File: config.mk
export PLATFORM = sky130hd
export DESIGN_NAME = sensor_frame_encoder
export DESIGN_NICKNAME = d
export VERILOG_FILES = /design/src/rtl/sensor_frame_encoder.sv
export SDC_FILE = /design/constraint.sdc
export NUM_CORES = 1
export LEC_CHECK = 0
export ABC_AREA = 1
export CORE_UTILIZATION = 35
export DETAILED_ROUTE_END_ITERATION = 6
export DONT_BUFFER_PORTS = 1
export SYNTH_ARGS = -nofsm -noshare
export SYNTH_HDL_FRONTEND = slang
export SYNTH_SLANG_ARGS = --single-unit
File: constraint.sdc
create_clock -name clk -period 4.4 [get_ports clk]
set_clock_uncertainty 0.2 [all_clocks]
set_input_delay 0.88 -clock clk [delete_from_list [all_inputs] [get_ports clk]]
set_output_delay 0.88 -clock clk [all_outputs]
set_load 0.02 [all_outputs]
File: src/rtl/sensor_frame_encoder.sv
// Telemetry framer: snapshots NUM_CH channel values, converts each to fixed-width
// ASCII decimal with a serial double-dabble and streams "tag:digits,...\r\n" frames.
module sensor_frame_encoder #(
    parameter int NUM_CH     = 3,
    parameter int VAL_W      = 8,
    parameter int DIGITS     = 3,
    parameter int PERIOD_CYC = 50000000
) (
    input  logic                    clk,
    input  logic                    rst_n,
    input  logic                    en,
    input  logic                    send_req,
    input  logic [NUM_CH*VAL_W-1:0] ch_val,
    input  logic [NUM_CH*8-1:0]     ch_tag,
    input  logic [NUM_CH-1:0]       dp_en,
    input  logic                    tx_ready,
    output logic [7:0]              tx_data,
    output logic                    tx_valid,
    output logic                    busy,
    output logic                    frame_done,
    output logic [NUM_CH-1:0]       ovf_flags,
    output logic [7:0]              overrun_cnt
);

    localparam int CHW  = (NUM_CH > 1) ? $clog2(NUM_CH) : 1;
    localparam int TW   = $clog2(PERIOD_CYC);
    localparam int CNTW = $clog2(VAL_W);
    localparam int BW   = 4 * DIGITS;
    localparam logic [TW-1:0] TIMER_MAX = TW'(PERIOD_CYC - 1);
    localparam logic [31:0]   MAX_VAL   = 32'(10 ** DIGITS - 1);
    localparam logic [BW-1:0] ALL_NINES = {DIGITS{4'h9}};

    typedef enum logic [1:0] {S_IDLE, S_LATCH, S_CONV, S_EMIT} state_t;

    state_t                    state_q, state_d;
    logic [TW-1:0]             timer_q, timer_d;
    logic                      pending_q, pending_d;
    logic [7:0]                overrun_q, overrun_d;
    logic [NUM_CH-1:0]         ovf_q, ovf_d;
    logic [CHW-1:0]            ch_q, ch_d;
    logic [CNTW-1:0]           cnt_q, cnt_d;
    logic [3:0]                pos_q, pos_d;
    logic [VAL_W-1:0]          shr_q, shr_d;
    logic [BW-1:0]             bcd_q, bcd_d;
    logic [NUM_CH*VAL_W-1:0]   snap_val_q, snap_val_d;
    logic [NUM_CH*8-1:0]       snap_tag_q, snap_tag_d;
    logic [NUM_CH-1:0]         snap_dp_q, snap_dp_d;

    logic             tick, trig_ev, last_ch, cur_dp, cur_ovf;
    logic [VAL_W-1:0] cur_val, next_val;
    logic [7:0]       cur_tag, emit_byte;
    logic [CHW-1:0]   ch_nx;
    logic [BW-1:0]    bcd_adj, bcd_shift;
    logic             sep_pos, lf_pos;
    logic [3:0]       digit;
    int               p, ndig, dig_idx;

    assign tick     = en && (timer_q == TIMER_MAX);
    assign timer_d  = (!en || tick) ? '0 : timer_q + 1'b1;
    assign trig_ev  = tick || send_req;
    assign ch_nx    = ch_q + 1'b1;
    assign cur_val  = VAL_W'(snap_val_q >> (VAL_W * ch_q));
    assign next_val = VAL_W'(snap_val_q >> (VAL_W * ch_nx));
    assign cur_tag  = 8'(snap_tag_q >> (8 * ch_q));
    assign cur_dp   = snap_dp_q[ch_q];
    assign last_ch  = (ch_q == CHW'(NUM_CH - 1));
    assign cur_ovf  = 32'(cur_val) > MAX_VAL;

    // Double-dabble step: every BCD digit >= 5 gets +3 before the left shift.
    generate
        for (genvar gi = 0; gi < DIGITS; gi++) begin : g_adj
            assign bcd_adj[gi*4 +: 4] = (bcd_q[gi*4 +: 4] >= 4'd5) ? bcd_q[gi*4 +: 4] + 4'd3
                                                                     : bcd_q[gi*4 +: 4];
        end
    endgenerate
    assign bcd_shift = {bcd_adj[BW-2:0], shr_q[VAL_W-1]};

    // Byte at the current position of a channel field: tag ':' digits ['.'] sep [LF]
    always_comb begin
        emit_byte = 8'h00;
        sep_pos   = 1'b0;
        lf_pos    = 1'b0;
        digit     = 4'h0;
        p         = int'(pos_q) - 2;
        ndig      = DIGITS + (cur_dp ? 1 : 0);
        dig_idx   = 0;
        if (pos_q == 4'd0) begin
            emit_byte = cur_tag;
        end else if (pos_q == 4'd1) begin
            emit_byte = 8'h3A;
        end else if (p < ndig) begin
            if (cur_dp && p == DIGITS - 1) begin
                emit_byte = 8'h2E;
            end else begin
                dig_idx = (cur_dp && p >= DIGITS) ? p - 1 : p;
                for (int i = 0; i < DIGITS; i++) begin
                    if (dig_idx == i) digit = bcd_q[4*(DIGITS-1-i) +: 4];
                end
                emit_byte = {4'h3, digit};
            end
        end else if (p == ndig) begin
            sep_pos   = 1'b1;
            emit_byte = last_ch ? 8'h0D : 8'h2C;
        end else begin
            lf_pos    = 1'b1;
            emit_byte = 8'h0A;
        end
    end

    always_comb begin
        state_d    = state_q;
        pending_d  = pending_q;
        overrun_d  = overrun_q;
        ovf_d      = ovf_q;
        ch_d       = ch_q;
        cnt_d      = cnt_q;
        pos_d      = pos_q;
        shr_d      = shr_q;
        bcd_d      = bcd_q;
        snap_val_d = snap_val_q;
        snap_tag_d = snap_tag_q;
        snap_dp_d  = snap_dp_q;
        // A second trigger while one is already pended is dropped and counted.
        if ((state_q == S_CONV || state_q == S_EMIT) && trig_ev) begin
            if (pending_q) overrun_d = (overrun_q == 8'hFF) ? overrun_q : overrun_q + 8'd1;
            else           pending_d = 1'b1;
        end
        case (state_q)
            S_IDLE: begin
                if (trig_ev || pending_q) state_d = S_LATCH;
            end
            S_LATCH: begin
                snap_val_d = ch_val;
                snap_tag_d = ch_tag;
                snap_dp_d  = dp_en;
                pending_d  = trig_ev;
                ovf_d      = '0;
                ch_d       = '0;
                cnt_d      = '0;
                bcd_d      = '0;
                shr_d      = ch_val[VAL_W-1:0];
                state_d    = S_CONV;
            end
            S_CONV: begin
                bcd_d = bcd_shift;
                shr_d = {shr_q[VAL_W-2:0], 1'b0};
                cnt_d = cnt_q + 1'b1;
                if (cnt_q == CNTW'(VAL_W - 1)) begin
                    state_d = S_EMIT;
                    pos_d   = '0;
                    if (cur_ovf) begin
                        bcd_d        = ALL_NINES;
                        ovf_d[ch_q]  = 1'b1;
                    end
                end
            end
            S_EMIT: begin
                if (tx_ready) begin
                    if (sep_pos && !last_ch) begin
                        ch_d    = ch_nx;
                        cnt_d   = '0;
                        bcd_d   = '0;
                        pos_d   = '0;
                        shr_d   = next_val;
                        state_d = S_CONV;
                    end else if (lf_pos) begin
                        state_d = S_IDLE;
                    end else begin
                        pos_d = pos_q + 1'b1;
                    end
                end
            end
            default: state_d = S_IDLE;
        endcase
    end

    always_ff @(posedge clk or negedge rst_n) begin
        if (!rst_n) begin
            state_q    <= S_IDLE;
            timer_q    <= '0;
            pending_q  <= 1'b0;
            overrun_q  <= '0;
            ovf_q      <= '0;
            ch_q       <= '0;
            cnt_q      <= '0;
            pos_q      <= '0;
            shr_q      <= '0;
            bcd_q      <= '0;
            snap_val_q <= '0;
            snap_tag_q <= '0;
            snap_dp_q  <= '0;
        end else begin
            state_q    <= state_d;
            timer_q    <= timer_d;
            pending_q  <= pending_d;
            overrun_q  <= overrun_d;
            ovf_q      <= ovf_d;
            ch_q       <= ch_d;
            cnt_q      <= cnt_d;
            pos_q      <= pos_d;
            shr_q      <= shr_d;
            bcd_q      <= bcd_d;
            snap_val_q <= snap_val_d;
            snap_tag_q <= snap_tag_d;
            snap_dp_q  <= snap_dp_d;
        end
    end

    assign tx_valid    = (state_q == S_EMIT);
    assign tx_data     = tx_valid ? emit_byte : 8'h00;
    assign busy        = (state_q != S_IDLE);
    assign frame_done  = tx_valid && tx_ready && lf_pos;
    assign ovf_flags   = ovf_q;
    assign overrun_cnt = overrun_q;

endmodule

# [Word level (Yosys, flattened, before mapping)]
# Cells that the tools add are included.
[totals] regBits=117 out_inout_bits=22 input_bits=56
[op_classes] magnitude_cmp=6 bitwise_logic=1 reduce_logical=26 eq_ne=18 shift=2 muxes=51 add_sub_neg=11
[ops] op="8-bit two-way mux" n=6
[ops] op="24-bit by 5-bit >> shifter with 8-bit output" n=2
[ops] op="4-bit two-way mux" n=9
[ops] op="12-bit one-hot mux with 3 select lines" n=1
[ops] op="32-bit by 2-bit == test with 1-bit output (second input constant)" n=1
[ops] op="32-bit by 3-bit == test with 1-bit output (second input constant)" n=1
[ops] op="32-bit zero test" n=1
[ops] op="32-bit two-way mux" n=1
[ops] op="26-bit by 1-bit adder with 26-bit output (second input constant)" n=1
[ops] op="26-bit == test (second input constant)" n=1
[ops] op="26-bit two-way mux" n=1
[ops] op="12-bit two-way mux" n=2
[ops] op="8-bit one-hot mux with 3 select lines" n=1
[ops] op="2-bit two-way mux" n=7
[ops] op="4-bit by 3-bit >= comparator with 1-bit output (second input constant)" n=3
[ops] op="1-bit two-way mux" n=12
[ops] op="6-bit two-way mux" n=2
[ops] op="3-bit two-way mux" n=3
[ops] op="3-bit one-hot mux with 3 select lines" n=1
[ops] op="3-bit AND reduction" n=3
[ops] op="4-bit by 2-bit adder with 4-bit output (second input constant)" n=2
[ops] op="8-bit by 1-bit adder with 8-bit output (second input constant)" n=1
[ops] op="8-bit == test (second input constant)" n=1
[ops] op="2-bit one-hot mux with 4 select lines" n=1
[ops] op="33 further kinds" n=51

# [Logic depth before layout (Yosys ltp)]
# Gate-level depths: netlist of run 1.
[logic_depth] word_depth=13 ltp_mapped=22 ltp_nobuf=21

# [Worst setup path before layout of run 1]
# No wires, ideal clock.
[synth_timing] kind="register to output" startpoint="register pos_q[1]" endpoint="output tx_data[2]" path_buffers=0 arrival_ns=2.376 t_required_ns=3.320 stages_incl_launch_ff=15 path_slack_ns=0.944 path_cell_list="dfrtp_1 -> inv_1 -> ha_1 -> inv_1 -> ha_1 -> nand2_1 -> inv_1 -> nor3_2 -> o21ai_2 -> nand2_2 -> inv_2 -> nand2_1 -> nand2_1 -> o21bai_1 -> a21oi_1"
[synth_between] elab_chain_cells=13 word_cells_on_any_way=23
[synth_lines] element="start: declaration" line_no="42" rtl="logic [3:0] pos_q, pos_d;"
[synth_lines] element="start signal: assignment" line_no="200" rtl="pos_q <= pos_d;"
[synth_lines] element="4-bit by 2-bit subtractor with 5-bit output" line_no="84" rtl="p = int'(pos_q) - 2;"
[synth_lines] element="5-bit by 3-bit >= comparator with 1-bit output" line_no="95" rtl="dig_idx = (cur_dp && p >= DIGITS) ? p - 1 : p;"
[synth_lines] element="1-bit logical AND" line_no="95"
[synth_lines] element="32-bit two-way mux" line_no="95"
[synth_lines] element="32-bit zero test" line_no="97" rtl="if (dig_idx == i) digit = bcd_q[4*(DIGITS-1-i) +: 4];"
[synth_lines] element="4-bit two-way mux (3 in series)" line_no="97"
[synth_lines] element="5-bit two-way mux" line_no="92" rtl="if (cur_dp && p == DIGITS - 1) begin"
[synth_lines] element="8-bit two-way mux" line_no="91" rtl="end else if (p < ndig) begin"
[synth_lines] element="8-bit two-way mux" line_no="89" rtl="end else if (pos_q == 4'd1) begin"
[synth_lines] element="8-bit two-way mux *" line_no="87" rtl="if (pos_q == 4'd0) begin"
[synth_lines] element="8-bit two-way mux *" line_no="210" rtl="assign tx_data = tx_valid ? emit_byte : 8'h00;"
[synth_lines] element="end: declaration" line_no="17" rtl="output logic [7:0] tx_data,"
# Every way passes the cells marked *; elsewhere a longest branch is shown, timed or not.

# [Worst setup path after layout of run 1]
# Ends and elaborated chain as after synthesis.

==> results.sh, run 1 <==
export IMPL_drt_pass1_iterations=4
export IMPL_clock_path_buffers=2
export IMPL_cts_buffers=17
export IMPL_avgSynthCellArea_um2=7.98
export IMPL_synth_seq_area_share_pct=44.2
export IMPL_top_level_ports=78
export IMPL_crit_path_start="pos_q[1]"
export IMPL_setup_viol=0
export IMPL_post_dr_vias_cell=4.93
export IMPL_cts_tree="yes"
export IMPL_area_delta_synth_final_pct=12.8
export IMPL_timing_critical_path_to="tx_data[2]"
export IMPL_final_hold_violation_count=0
export IMPL_placement_rows=49
export IMPL_fin_hold_ws_ns=0.226
export IMPL_cts_reportedPaths_clkPinSlew_ns=0.06
export IMPL_arrival_ns=3.05
export IMPL_instance_area_after_placement_mm2=0.00684
export IMPL_nFillCells=1865
export IMPL_regToRegEndpoint="shr_q[6]"
export IMPL_preCtsSetupSlack_ns=0.654
export IMPL_dp_hpwl_um=10400
export IMPL_cts_num_sinks=117
export IMPL_min_delay_path_class="primary input to async pin"
export IMPL_stdcell_count=1075
export IMPL_grt_max_degree=118
export IMPL_timing_max_transition_violations_final=0
export IMPL_max_freq_ghz=0.242
export IMPL_initial_utilization_pct=36.3
export IMPL_leakage_nw=3.57
export IMPL_vdd_ir_drop_worst_v=0.000321
export IMPL_setup_repair_after_global_routing_missed_its_margin="no"
export IMPL_synthDistinctLibCells=52
export IMPL_post_place_cells=1042
export IMPL_die_x_um=140
export IMPL_route_antenna_remaining_nets=0
export IMPL_max_cap_viol_count=0
export IMPL_relSlewSlack_pct=47.6
export IMPL_final_setup_worst_slack_ns=0.270
export IMPL_route_detailed_wl_per_inst_um=13.8
export IMPL_remaining_drc_errors=0
export IMPL_yosys_register_bits=117
export IMPL_critical_path_reg2reg_startpoint="pos_q[1]"
export IMPL_result_of_the_run="completed"
export IMPL_ys_async_sr_fraction_pct=100
export IMPL_antenna_found_initial=0
export IMPL_layout_area_seq_mm2=0.00293
export IMPL_multi_input_area_mm2=0.00322
export IMPL_count_of_buffers_added_by_post_cts_timing_repair_for_setup=0
export IMPL_drive_gt1_share_pct=13.5
export IMPL_die_area_mm2=0.0195
export IMPL_worst_path_max_fanout=7
export IMPL_finalNetCount=912
export IMPL_totalNegativeSetupSlack_ns=0
export IMPL_drt_initial_drc_count=329
export IMPL_synth_top_flop_cell="sky130_fd_sc_hd__dfrtp_1"
export IMPL_wire_length_of_the_first_global_routing_pass_um=25000
export IMPL_diodes=0
export IMPL_clk_latency_ns=0.42
export IMPL_crit_type="flip-flop to output port"
export IMPL_regToRegSetupSlack_ns=1.18
export IMPL_min_period_over_period_pct=93.9
export IMPL_netlist_instances=830
export IMPL_via_count=5303
export IMPL_synth_edf_count=0
export IMPL_layout_min_cycle_time_ns=4.13
export IMPL_cts_root_buffer="sky130_fd_sc_hd__clkbuf_16"
export IMPL_required_ns=3.32
export IMPL_die_h_um=140
export IMPL_via_count_of_the_first_global_routing_pass=5046
export IMPL_total_wire_length_um=14900
export IMPL_layout_cell_area_non_filler_mm2=0.00747
export IMPL_globalRouteOverflowTotal=0
export IMPL_worstMarginPinSlew_ns=0.780
export IMPL_syn_area_mm2=0.00662
export IMPL_grt_util_all_layers_pct=16.1
export IMPL_port_buffer_count=0
export IMPL_type_of_origin_of_the_critical_path="flip-flop"
export IMPL_synth_warning_count=0
export IMPL_coreArea_mm2=0.0183
export IMPL_reg2regPathDepth=13
export IMPL_gp_routability_congestion=0.874
export IMPL_end_kind="output port"
export IMPL_power_density_mw_per_mm2=734
export IMPL_ctsHtreeMaxLevel=4
==> worst max-delay path, cell delays in order (launching register included) <==
cell and delay (ns):
sky130_fd_sc_hd__dfrtp_1 0.46, sky130_fd_sc_hd__inv_1 0.19, sky130_fd_sc_hd__ha_1 0.41, sky130_fd_sc_hd__inv_1 0.09, sky130_fd_sc_hd__ha_1 0.30, sky130_fd_sc_hd__nand2_1 0.07
sky130_fd_sc_hd__inv_1 0.04, sky130_fd_sc_hd__nor3_2 0.16, sky130_fd_sc_hd__o21ai_2 0.09, sky130_fd_sc_hd__nand2_2 0.10, sky130_fd_sc_hd__nand2_1 0.13, sky130_fd_sc_hd__inv_1 0.09
sky130_fd_sc_hd__o21ai_1 0.06, sky130_fd_sc_hd__o21bai_1 0.17, sky130_fd_sc_hd__a21oi_1 0.10, sky130_fd_sc_hd__buf_4 0.18
==> synthesized netlist by cell type, types with 3 or more instances <==
cell                         n  area [µm²]
sky130_fd_sc_hd__dfrtp_1   117        2930
sky130_fd_sc_hd__o21ai_1    15        75.1
sky130_fd_sc_hd__nand2_4     4        45.0
sky130_fd_sc_hd__nor3_2      5        50.1
sky130_fd_sc_hd__o32ai_1     3        26.3
sky130_fd_sc_hd__nor3_1     13        65.1
sky130_fd_sc_hd__xnor2_1     3        26.3
sky130_fd_sc_hd__buf_6       3        33.8
sky130_fd_sc_hd__nor2_1     62         233
sky130_fd_sc_hd__nor3_4      3        48.8
sky130_fd_sc_hd__o221ai_1    6        52.6
sky130_fd_sc_hd__nand3_2     9        90.1
sky130_fd_sc_hd__buf_2       4        20.0
sky130_fd_sc_hd__nor2_2      9        56.3
sky130_fd_sc_hd__nand2_1   239         897
sky130_fd_sc_hd__o21ai_0    63         315
sky130_fd_sc_hd__a21oi_1    27         135
sky130_fd_sc_hd__o21bai_1    4        30.0
sky130_fd_sc_hd__nand2_2    14        87.6
sky130_fd_sc_hd__nand4_1    11        68.8
sky130_fd_sc_hd__inv_1      77         289
sky130_fd_sc_hd__nand3_1    34         170
sky130_fd_sc_hd__buf_4       4        30.0
sky130_fd_sc_hd__inv_2       9        33.8
sky130_fd_sc_hd__xor2_1      9        78.8
sky130_fd_sc_hd__o22ai_1     8        50.1
sky130_fd_sc_hd__clkbuf_1   15        56.3
sky130_fd_sc_hd__a211oi_1    4        30.0
sky130_fd_sc_hd__ha_1       23         288
==> cells in the final DEF (no fill, tap or decap), types with 4 or more instances in the layout <==
cell type                   count
sky130_fd_sc_hd__o221ai_1       6
sky130_fd_sc_hd__inv_2          9
sky130_fd_sc_hd__o21ai_1       15
sky130_fd_sc_hd__nor2_2         9
sky130_fd_sc_hd__dfrtp_1      116
sky130_fd_sc_hd__nor3_1        13
sky130_fd_sc_hd__nand4_1       11
sky130_fd_sc_hd__o22ai_1        8
sky130_fd_sc_hd__buf_4          8
sky130_fd_sc_hd__o21bai_1       4
sky130_fd_sc_hd__xor2_1         9
sky130_fd_sc_hd__o21ai_0       63
sky130_fd_sc_hd__nand2_1      239
sky130_fd_sc_hd__nand2_4        4
sky130_fd_sc_hd__nand2_2       14
sky130_fd_sc_hd__nor2_1        61
sky130_fd_sc_hd__nor3_2         5
sky130_fd_sc_hd__clkbuf_16     17
sky130_fd_sc_hd__inv_1         77
sky130_fd_sc_hd__inv_6          4
sky130_fd_sc_hd__nand3_2        9
sky130_fd_sc_hd__a21oi_1       27
sky130_fd_sc_hd__nand3_1       34
sky130_fd_sc_hd__clkinv_4       5
sky130_fd_sc_hd__a211oi_1       4
sky130_fd_sc_hd__ha_1          23
==> registers in the layout, summed over array words and instances (netlist names) <==
name	count
bcd_q	12
ch_q	2
cnt_q	3
overrun_cnt	8
pending_q	1
pos_q	4
shr_q	8
snap_dp_q	3
snap_tag_q	24
snap_val_q	24
state_q	2
timer_q	26
==> stage by stage <==
step	total power, mW	utilization, %
6_report	5.48	40.9
5_1_grt	5.93	40.9
4_1_cts	5.53	40.9
3_5_place_dp	4.08	37.4
3_3_place_gp	4.06	37.4
2_1_floorplan	3.55	-
==> routing by layer <==
metal / global-route usage, % / part of all wire (%)
met4: 6.36 / 2.0
met5: 0 / 0
met1: 21.9 / 49
met2: 24.2 / 44
met3: 4.58 / 4.8
==> kinds of logic after synthesis <==
| logic type | after synthesis | synth area share [%] |
|---|---|---|
| and+or+nand+nor | 415 | 29.5 |
| AOI/OAI and AO/OA | 142 | 12.4 |
| DFF | 117 | 44.2 |
| buffers and inverters | 117 | 7.35 |
| adders and majority gates | 23 | 4.34 |
| xor gates and xnor gates | 12 | 1.59 |
| muxes | 3 | 0.510 |
| other | 1 | 0.0566 |
==> layout make-up <==
| class | instances | share of cell area [%] |
|---|---|---|
| Clock buffer | 17 | 5.70 |
| Clock inverter | 15 | 2.31 |
| Inverter | 90 | 4.59 |
| Multi-Input combinational cell | 598 | 43.2 |
| Sequential cell | 117 | 39.2 |
| Tap cell | 229 | 3.84 |
| Timing Repair Buffer | 9 | 1.17 |
==> repair_timing <==
item,4_1_cts,5_1_grt
hold buffers,1,0
gates resized for setup,0,1
setup endpoints to repair,0,2
hold endpoints to repair,117,0
==> how the worst min path moves through the flow <==
stage                         from             end  slack, ns  depth (start not counted)
floorplan            snap_tag_q[0]   snap_tag_q[0]       0.24                          2
global placement     snap_val_q[8]   snap_val_q[8]       0.25                          2
detailed placement  snap_val_q[13]  snap_val_q[13]       0.26                          2
CTS                          rst_n   snap_val_q[3]       0.25                          1
global route                 rst_n     timer_q[20]       0.28                          1
finish                       rst_n   snap_val_q[3]       0.23                          1
==> power breakdown <==
group          internal (mW)  switching [mW]
registers               1.46           0.297
clock network          0.847           0.553
logic                  0.754            1.57
(Power assumes the default switching activity.)
==> run 2, diff against run 1 <==
- GPL_TIMING_DRIVEN: not set -> 0
- SLEW_MARGIN: not set -> 20
==> run 2 against run 1 <==
Compared with the run above: sequential share of layout area is 0.62 points lower; via count rose by 0.83%; die area did not move; critical path type unchanged; largest power group unchanged; highest routed layer unchanged.
==> results.sh, run 2 (synthesized netlist as in run 1, its figures left out) <==
export IMPL_result_of_the_run="completed"
export IMPL_gp_routability_congestion=0.833
export IMPL_timing_max_transition_violations_final=0
export IMPL_max_cap_viol_count=0
export IMPL_dp_hpwl_um=11100
export IMPL_route_antenna_remaining_nets=0
export IMPL_wire_length_of_the_first_global_routing_pass_um=25700
export IMPL_drt_initial_drc_count=347
export IMPL_crit_type="flip-flop to output port"
export IMPL_die_area_mm2=0.0195
export IMPL_drt_pass1_iterations=4
export IMPL_layout_min_cycle_time_ns=4.21
export IMPL_layout_cells_most_common_list="sky130_fd_sc_hd__nand2_1 (239), sky130_fd_sc_hd__dfrtp_1 (117), sky130_fd_sc_hd__inv_1 (77)"
export IMPL_regToRegSetupSlack_ns=1.31
export IMPL_globalRouteOverflowTotal=0
export IMPL_finalNetCount=931
export IMPL_cts_tree="yes"
export IMPL_final_util_pct=41.5
export IMPL_via_count=5347
export IMPL_critical_path_n_buffers_inverters=3
export IMPL_min_delay_path_class="primary input to async pin"
export IMPL_initial_utilization_pct=36.3
export IMPL_worst_path_max_fanout=7
export IMPL_area_delta_synth_final_pct=14.5
export IMPL_layout_cell_area_non_filler_mm2=0.00759
export IMPL_crit_path_frequent_cell="sky130_fd_sc_hd__inv_1"
export IMPL_placement_rows=49
export IMPL_port_buffer_count=0
export IMPL_crit_path_cell_trace="inv_1 > ha_1 > inv_1 > ha_1 > nand3_2 > o21ai_2 > nand2_2 > nand2_1 > inv_1 > o21ai_1 > o22ai_1 > a21oi_1"
export IMPL_end_kind="output port"
export IMPL_route_detailed_wl_per_inst_um=13.9
export IMPL_ctsHtreeMaxLevel=4
export IMPL_power_density_mw_per_mm2=742
export IMPL_regToRegEndpoint="pos_q[3]"
export IMPL_via_count_of_the_first_global_routing_pass=5194
export IMPL_preCtsSetupSlack_ns=0.502
export IMPL_setup_viol=0
export IMPL_crit_path_max_incr_delay_ns=0.48
export IMPL_cts_reportedPaths_clkPinSlew_ns=0.05
export IMPL_largest_register="timer_q"
export IMPL_relSlewSlack_pct=48.1
export IMPL_leakage_nw=3.63
export IMPL_cts_root_buffer="sky130_fd_sc_hd__clkbuf_16"
export IMPL_arrival_ns=3.13
export IMPL_drive_gt1_share_pct=13.2
export IMPL_count_of_buffers_added_by_post_cts_timing_repair_for_setup=0
export IMPL_remaining_drc_errors=0
export IMPL_grt_max_degree=118
export IMPL_totalNegativeSetupSlack_ns=0
export IMPL_clock_path_buffers=2
export IMPL_share_comb_of_total_power_pct=42.8
export IMPL_type_of_origin_of_the_critical_path="flip-flop"
export IMPL_critical_path_top_delay_family="compound AO/OA/AOI/OAI gates"
export IMPL_die_h_um=140
export IMPL_vdd_ir_drop_worst_v=0.000360
export IMPL_layout_commonest_cell="sky130_fd_sc_hd__nand2_1"
export IMPL_clkPwrFrac_pct=26.1
export IMPL_post_dr_vias_cell=4.89
export IMPL_critical_path_slowest_cell="sky130_fd_sc_hd__dfrtp_1"
export IMPL_reg2regPathDepth=18
export IMPL_max_freq_ghz=0.238
export IMPL_antenna_found_initial=0
export IMPL_diodes=0
export IMPL_final_hold_violation_count=0
export IMPL_switching_fraction_pct=42.7
export IMPL_registers_with_the_highest_flip_flop_counts="timer_q: 26 flops, snap_tag_q: 24 flops, snap_val_q: 24 flops"
export IMPL_total_wire_length_um=15200
export IMPL_clk_latency_ns=0.42
export IMPL_cts_num_sinks=117
export IMPL_min_period_over_period_pct=95.6
export IMPL_critical_path_reg2reg_startpoint="pos_q[1]"
export IMPL_instance_area_after_placement_mm2=0.00692
export IMPL_cts_buffers=17
export IMPL_required_ns=3.32
export IMPL_die_x_um=140
export IMPL_final_setup_worst_slack_ns=0.195
export IMPL_worstMarginPinSlew_ns=0.773
export IMPL_p_int_mw=3.23
export IMPL_nFillCells=1867
export IMPL_coreArea_mm2=0.0183
export IMPL_largest_reg_flops=26
export IMPL_top_level_ports=78
export IMPL_grt_util_all_layers_pct=16.7
export IMPL_proportion_of_power_drawn_by_flip_flops_and_latches_pct=31.1
export IMPL_setup_repair_after_global_routing_missed_its_margin="no"
export IMPL_power_net_switching_mw=2.40
## run 2: changes by cell type in the layout (fill, tap and decap cells not counted), moves of 2 or more
cell	previous run	this run
sky130_fd_sc_hd__buf_4	8	4
sky130_fd_sc_hd__bufinv_16	2	4
sky130_fd_sc_hd__clkbuf_8	0	3
sky130_fd_sc_hd__inv_6	4	0
sky130_fd_sc_hd__clkinv_2	0	3
sky130_fd_sc_hd__buf_6	0	3
sky130_fd_sc_hd__clkinv_4	5	0
sky130_fd_sc_hd__clkbuf_1	0	17
sky130_fd_sc_hd__buf_2	0	4
## run 2: how the worst max path moves through the flow
| stage | endpoint | cells past startpoint | start | slack (ns) |
|---|---|---|---|---|
| 2_1_floorplan | tx_data[2] | 14 | pos_q[1] | 0.94 |
| 3_3_place_gp | tx_data[4] | 11 | pos_q[1] | 0.51 |
| 3_5_place_dp | tx_data[4] | 11 | pos_q[1] | 0.50 |
| 4_1_cts | tx_data[4] | 11 | pos_q[1] | 0.06 |
| 5_1_grt | tx_data[0] | 15 | pos_q[1] | 0.03 |
| 6_report | tx_data[1] | 12 | pos_q[1] | 0.19 |
## run 2: through the flow
step / instances / hold slack [ns] / total power, mW
CTS: 1093 / 0.250 / 5.65
floorplan: 832 / 0.237 / 3.55
global placement: 1061 / 0.255 / 4.09
finish: 1093 / 0.198 / 5.63
detailed placement: 1061 / 0.259 / 4.13
global route: 1093 / 0.266 / 6.09
## run 2: power groups by stage
stage / Combinational, mW / Sequential, mW / Clock, mW
after floorplan: 1.87 / 1.68 / 0
after global placement: 2.33 / 1.76 / 0
after detailed placement: 2.36 / 1.76 / 0
after CTS: 2.41 / 1.75 / 1.49
after global routing: 2.74 / 1.80 / 1.55
final: 2.41 / 1.75 / 1.47
## run 2: per-layer routing
layer  up-vias  track usage (%)  part of all wire, %
met5         -                0                    0
met4         0             7.29                  1.9
met3        21             3.37                  3.8
met2       107             26.5                   46
met1      2471             22.0                   48
li1       2748                -                    -
## run 2: what timing repair did
item / 4_1_cts / 5_1_grt
setup endpoints to repair: 0 / 3
hold buffers: 1 / 0
resized for setup: 0 / 3
hold endpoints to repair: 117 / 0
## run 2: worst reg2reg max path: cells and delay by family (launching register included)
kind | cells | cell delay (ns)
DFF | 1 | 0.48
adders and majority gates | 2 | 0.71
and+or+nand+nor | 10 | 1.09
AOI/OAI and AO/OA | 2 | 0.13
buffers and inverters | 4 | 0.39
## run 2: final cells by class
| class | count | area (µm²) | share of cell area (%) |
|---|---|---|---|
| multi-input cells | 598 | 3230 | 42.6 |
| flip-flops and latches | 117 | 2930 | 38.6 |
| clock buffers | 22 | 474 | 6.25 |
| inverters | 90 | 343 | 4.52 |
| well taps | 229 | 287 | 3.78 |
| clock inverters | 9 | 150 | 1.98 |
| plain buffers | 27 | 144 | 1.90 |
| repair buffers | 1 | 27.5 | 0.363 |
==> run 3, diff against run 2 <==
- CORE_MARGIN: not set -> 8
- PLACE_DENSITY: not set -> 0.56
==> run 3 against run 2 <==
Compared with the run above: largest cell class unchanged; register-to-register slack about the same; setup slack better by 0.055 ns; clock power down 6%; design area down 0.31%; sequential share of layout area up 0.12 points; critical endpoint is now tx_data[0].
==> results.sh, run 3 (synthesized netlist as in run 1, its figures left out) <==
export IMPL_result_of_the_run="completed"
export IMPL_min_period_over_period_pct=94.3
export IMPL_regToRegSetupSlack_ns=1.31
export IMPL_total_wire_length_um=15800
export IMPL_grt_util_all_layers_pct=13.8
export IMPL_placement_rows=50
export IMPL_power_density_mw_per_mm2=730
export IMPL_registers_with_the_highest_flip_flop_counts="timer_q: 26 flops, snap_tag_q: 24 flops, snap_val_q: 24 flops"
export IMPL_layout_commonest_cell="sky130_fd_sc_hd__nand2_1"
export IMPL_critical_path_reg2reg_startpoint="pos_q[1]"
export IMPL_cts_buffers=17
export IMPL_initial_utilization_pct=35.5
export IMPL_totalNegativeSetupSlack_ns=0
export IMPL_min_delay_path_class="primary input to async pin"
export IMPL_instance_area_after_placement_mm2=0.00692
export IMPL_worst_path_max_fanout=7
export IMPL_cts_tree="yes"
export IMPL_crit_type="flip-flop to output port"
export IMPL_remaining_drc_errors=0
export IMPL_leakage_nw=3.61
export IMPL_grt_max_degree=118
export IMPL_drive_gt1_share_pct=13.6
export IMPL_drt_pass1_iterations=5
export IMPL_arrival_ns=3.07
export IMPL_via_count_of_the_first_global_routing_pass=5374
export IMPL_area_delta_synth_final_pct=14.2
export IMPL_top_level_ports=78
export IMPL_route_antenna_remaining_nets=0
export IMPL_regToRegEndpoint="pos_q[3]"
export IMPL_clock_path_buffers=2
export IMPL_largest_register="timer_q"
export IMPL_largest_reg_flops=26
export IMPL_count_of_buffers_added_by_post_cts_timing_repair_for_setup=0
export IMPL_end_kind="output port"
export IMPL_cts_num_sinks=117
export IMPL_type_of_origin_of_the_critical_path="flip-flop"
export IMPL_reg2regPathDepth=18
export IMPL_cts_reportedPaths_clkPinSlew_ns=0.06
export IMPL_layout_min_cycle_time_ns=4.15
export IMPL_layout_cells_most_common_list="sky130_fd_sc_hd__nand2_1 (239), sky130_fd_sc_hd__dfrtp_1 (117), sky130_fd_sc_hd__inv_1 (77)"
export IMPL_diodes=0
export IMPL_port_buffer_count=0
export IMPL_finalNetCount=931
export IMPL_die_area_mm2=0.0236
export IMPL_max_freq_ghz=0.241
export IMPL_die_x_um=154
export IMPL_setup_viol=0
export IMPL_timing_max_transition_violations_final=0
export IMPL_via_count=5326
export IMPL_setup_repair_after_global_routing_missed_its_margin="no"
export IMPL_route_detailed_wl_per_inst_um=14.3
export IMPL_die_h_um=154
export IMPL_vdd_ir_drop_worst_v=0.000361
export IMPL_layout_cell_area_non_filler_mm2=0.00756
export IMPL_crit_path_start="pos_q[1]"
export IMPL_timing_critical_path_to="tx_data[0]"
export IMPL_relSlewSlack_pct=46.7
export IMPL_antenna_found_initial=0
export IMPL_dp_hpwl_um=11800
export IMPL_gp_routability_congestion=0.828
export IMPL_post_dr_vias_cell=4.85
export IMPL_drt_initial_drc_count=316
export IMPL_max_cap_viol_count=0
export IMPL_nFillCells=1930
export IMPL_worstMarginPinSlew_ns=0.794
export IMPL_final_hold_violation_count=0
export IMPL_ctsHtreeMaxLevel=4
export IMPL_wire_length_of_the_first_global_routing_pass_um=26500
export IMPL_coreArea_mm2=0.0186
export IMPL_globalRouteOverflowTotal=0
export IMPL_clk_latency_ns=0.41
export IMPL_required_ns=3.32
export IMPL_cts_root_buffer="sky130_fd_sc_hd__clkbuf_16"
==> run 3: changes by cell type in the layout (fill, tap and decap cells not counted) <==
cell                         previous run  this run
sky130_fd_sc_hd__a21oi_2                2         3
sky130_fd_sc_hd__clkbuf_8               3         1
sky130_fd_sc_hd__clkinv_4               0         2
sky130_fd_sc_hd__clkinvlp_4             2         4
sky130_fd_sc_hd__clkbuf_1              17        15
sky130_fd_sc_hd__inv_8                  0         1
sky130_fd_sc_hd__bufinv_16              4         2
sky130_fd_sc_hd__inv_6                  0         2
sky130_fd_sc_hd__a21oi_1               26        25
==> run 3: metal layers <==
metal | vias up | global-route usage, % | part of all wire, %
li1 | 2743 | - | -
met4 | 0 | 5.69 | 2.5
met5 | - | 0 | 0
met3 | 23 | 3.22 | 3.8
met1 | 2442 | 18.0 | 48
met2 | 118 | 21.8 | 46
==> run 3: worst min-delay path by stage <==
stage,startpoint,endpoint,cells past startpoint
4_1_cts,rst_n,timer_q[2],1
5_1_grt,rst_n,timer_q[3],1
3_3_place_gp,snap_tag_q[6],snap_tag_q[6],2
2_1_floorplan,snap_tag_q[0],snap_tag_q[0],2
3_5_place_dp,snap_tag_q[6],snap_tag_q[6],2
6_report,rst_n,timer_q[5],1
==> run 3: cell type report <==
cell class / instances / area [µm²] / share of cell area [%]
multi-input cells: 598 / 3240 / 42.8
well taps: 234 / 293 / 3.87
repair buffers: 1 / 27.5 / 0.364
clock buffers: 18 / 439 / 5.81
plain buffers: 27 / 144 / 1.90
inverters: 90 / 343 / 4.53
clock inverters: 14 / 151 / 2.00
flip-flops and latches: 117 / 2930 / 38.7
==> run 3: what timing repair did <==
action                     in CTS  in global routing
resized for setup               0                  4
hold buffers                    1                  0
setup endpoints to repair       0                  2
hold endpoints to repair      117                  0
==> run 3: power by group <==
part           switching (mW)  total (mW)  internal, mW
clock                   0.523        1.38         0.853
sequential              0.292        1.75          1.46
combinational            1.61        2.39         0.784
==> run 3: worst max-delay path, cell delays in order, from the launching register on <==
cell and delay (ns):
sky130_fd_sc_hd__dfrtp_1 0.50, sky130_fd_sc_hd__inv_1 0.21, sky130_fd_sc_hd__ha_1 0.41, sky130_fd_sc_hd__inv_1 0.10
sky130_fd_sc_hd__ha_1 0.31, sky130_fd_sc_hd__nand2_1 0.07, sky130_fd_sc_hd__inv_1 0.04, sky130_fd_sc_hd__nor3_2 0.16
sky130_fd_sc_hd__o21ai_2 0.09, sky130_fd_sc_hd__nand2_2 0.10, sky130_fd_sc_hd__nand2_1 0.12, sky130_fd_sc_hd__nor2_1 0.12
sky130_fd_sc_hd__nand2_1 0.06, sky130_fd_sc_hd__nand2_1 0.07, sky130_fd_sc_hd__nand2_1 0.08, sky130_fd_sc_hd__a21oi_4 0.23
==> run 3: metrics by stage <==
| stage | power, mW | setup slack (ns) | utilization [%] | hold slack [ns] | instances |
|---|---|---|---|---|---|
| after floorplan | 3.55 | 0.944 | - | 0.237 | 832 |
| after global placement | 4.10 | 0.478 | 37.1 | 0.254 | 1066 |
| after detailed placement | 4.13 | 0.518 | 37.1 | 0.257 | 1066 |
| after CTS | 5.55 | 0.0515 | 40.5 | 0.241 | 1099 |
| after global routing | 6.00 | 0.0445 | 40.6 | 0.227 | 1099 |
| final | 5.52 | 0.250 | 40.6 | 0.168 | 1099 |
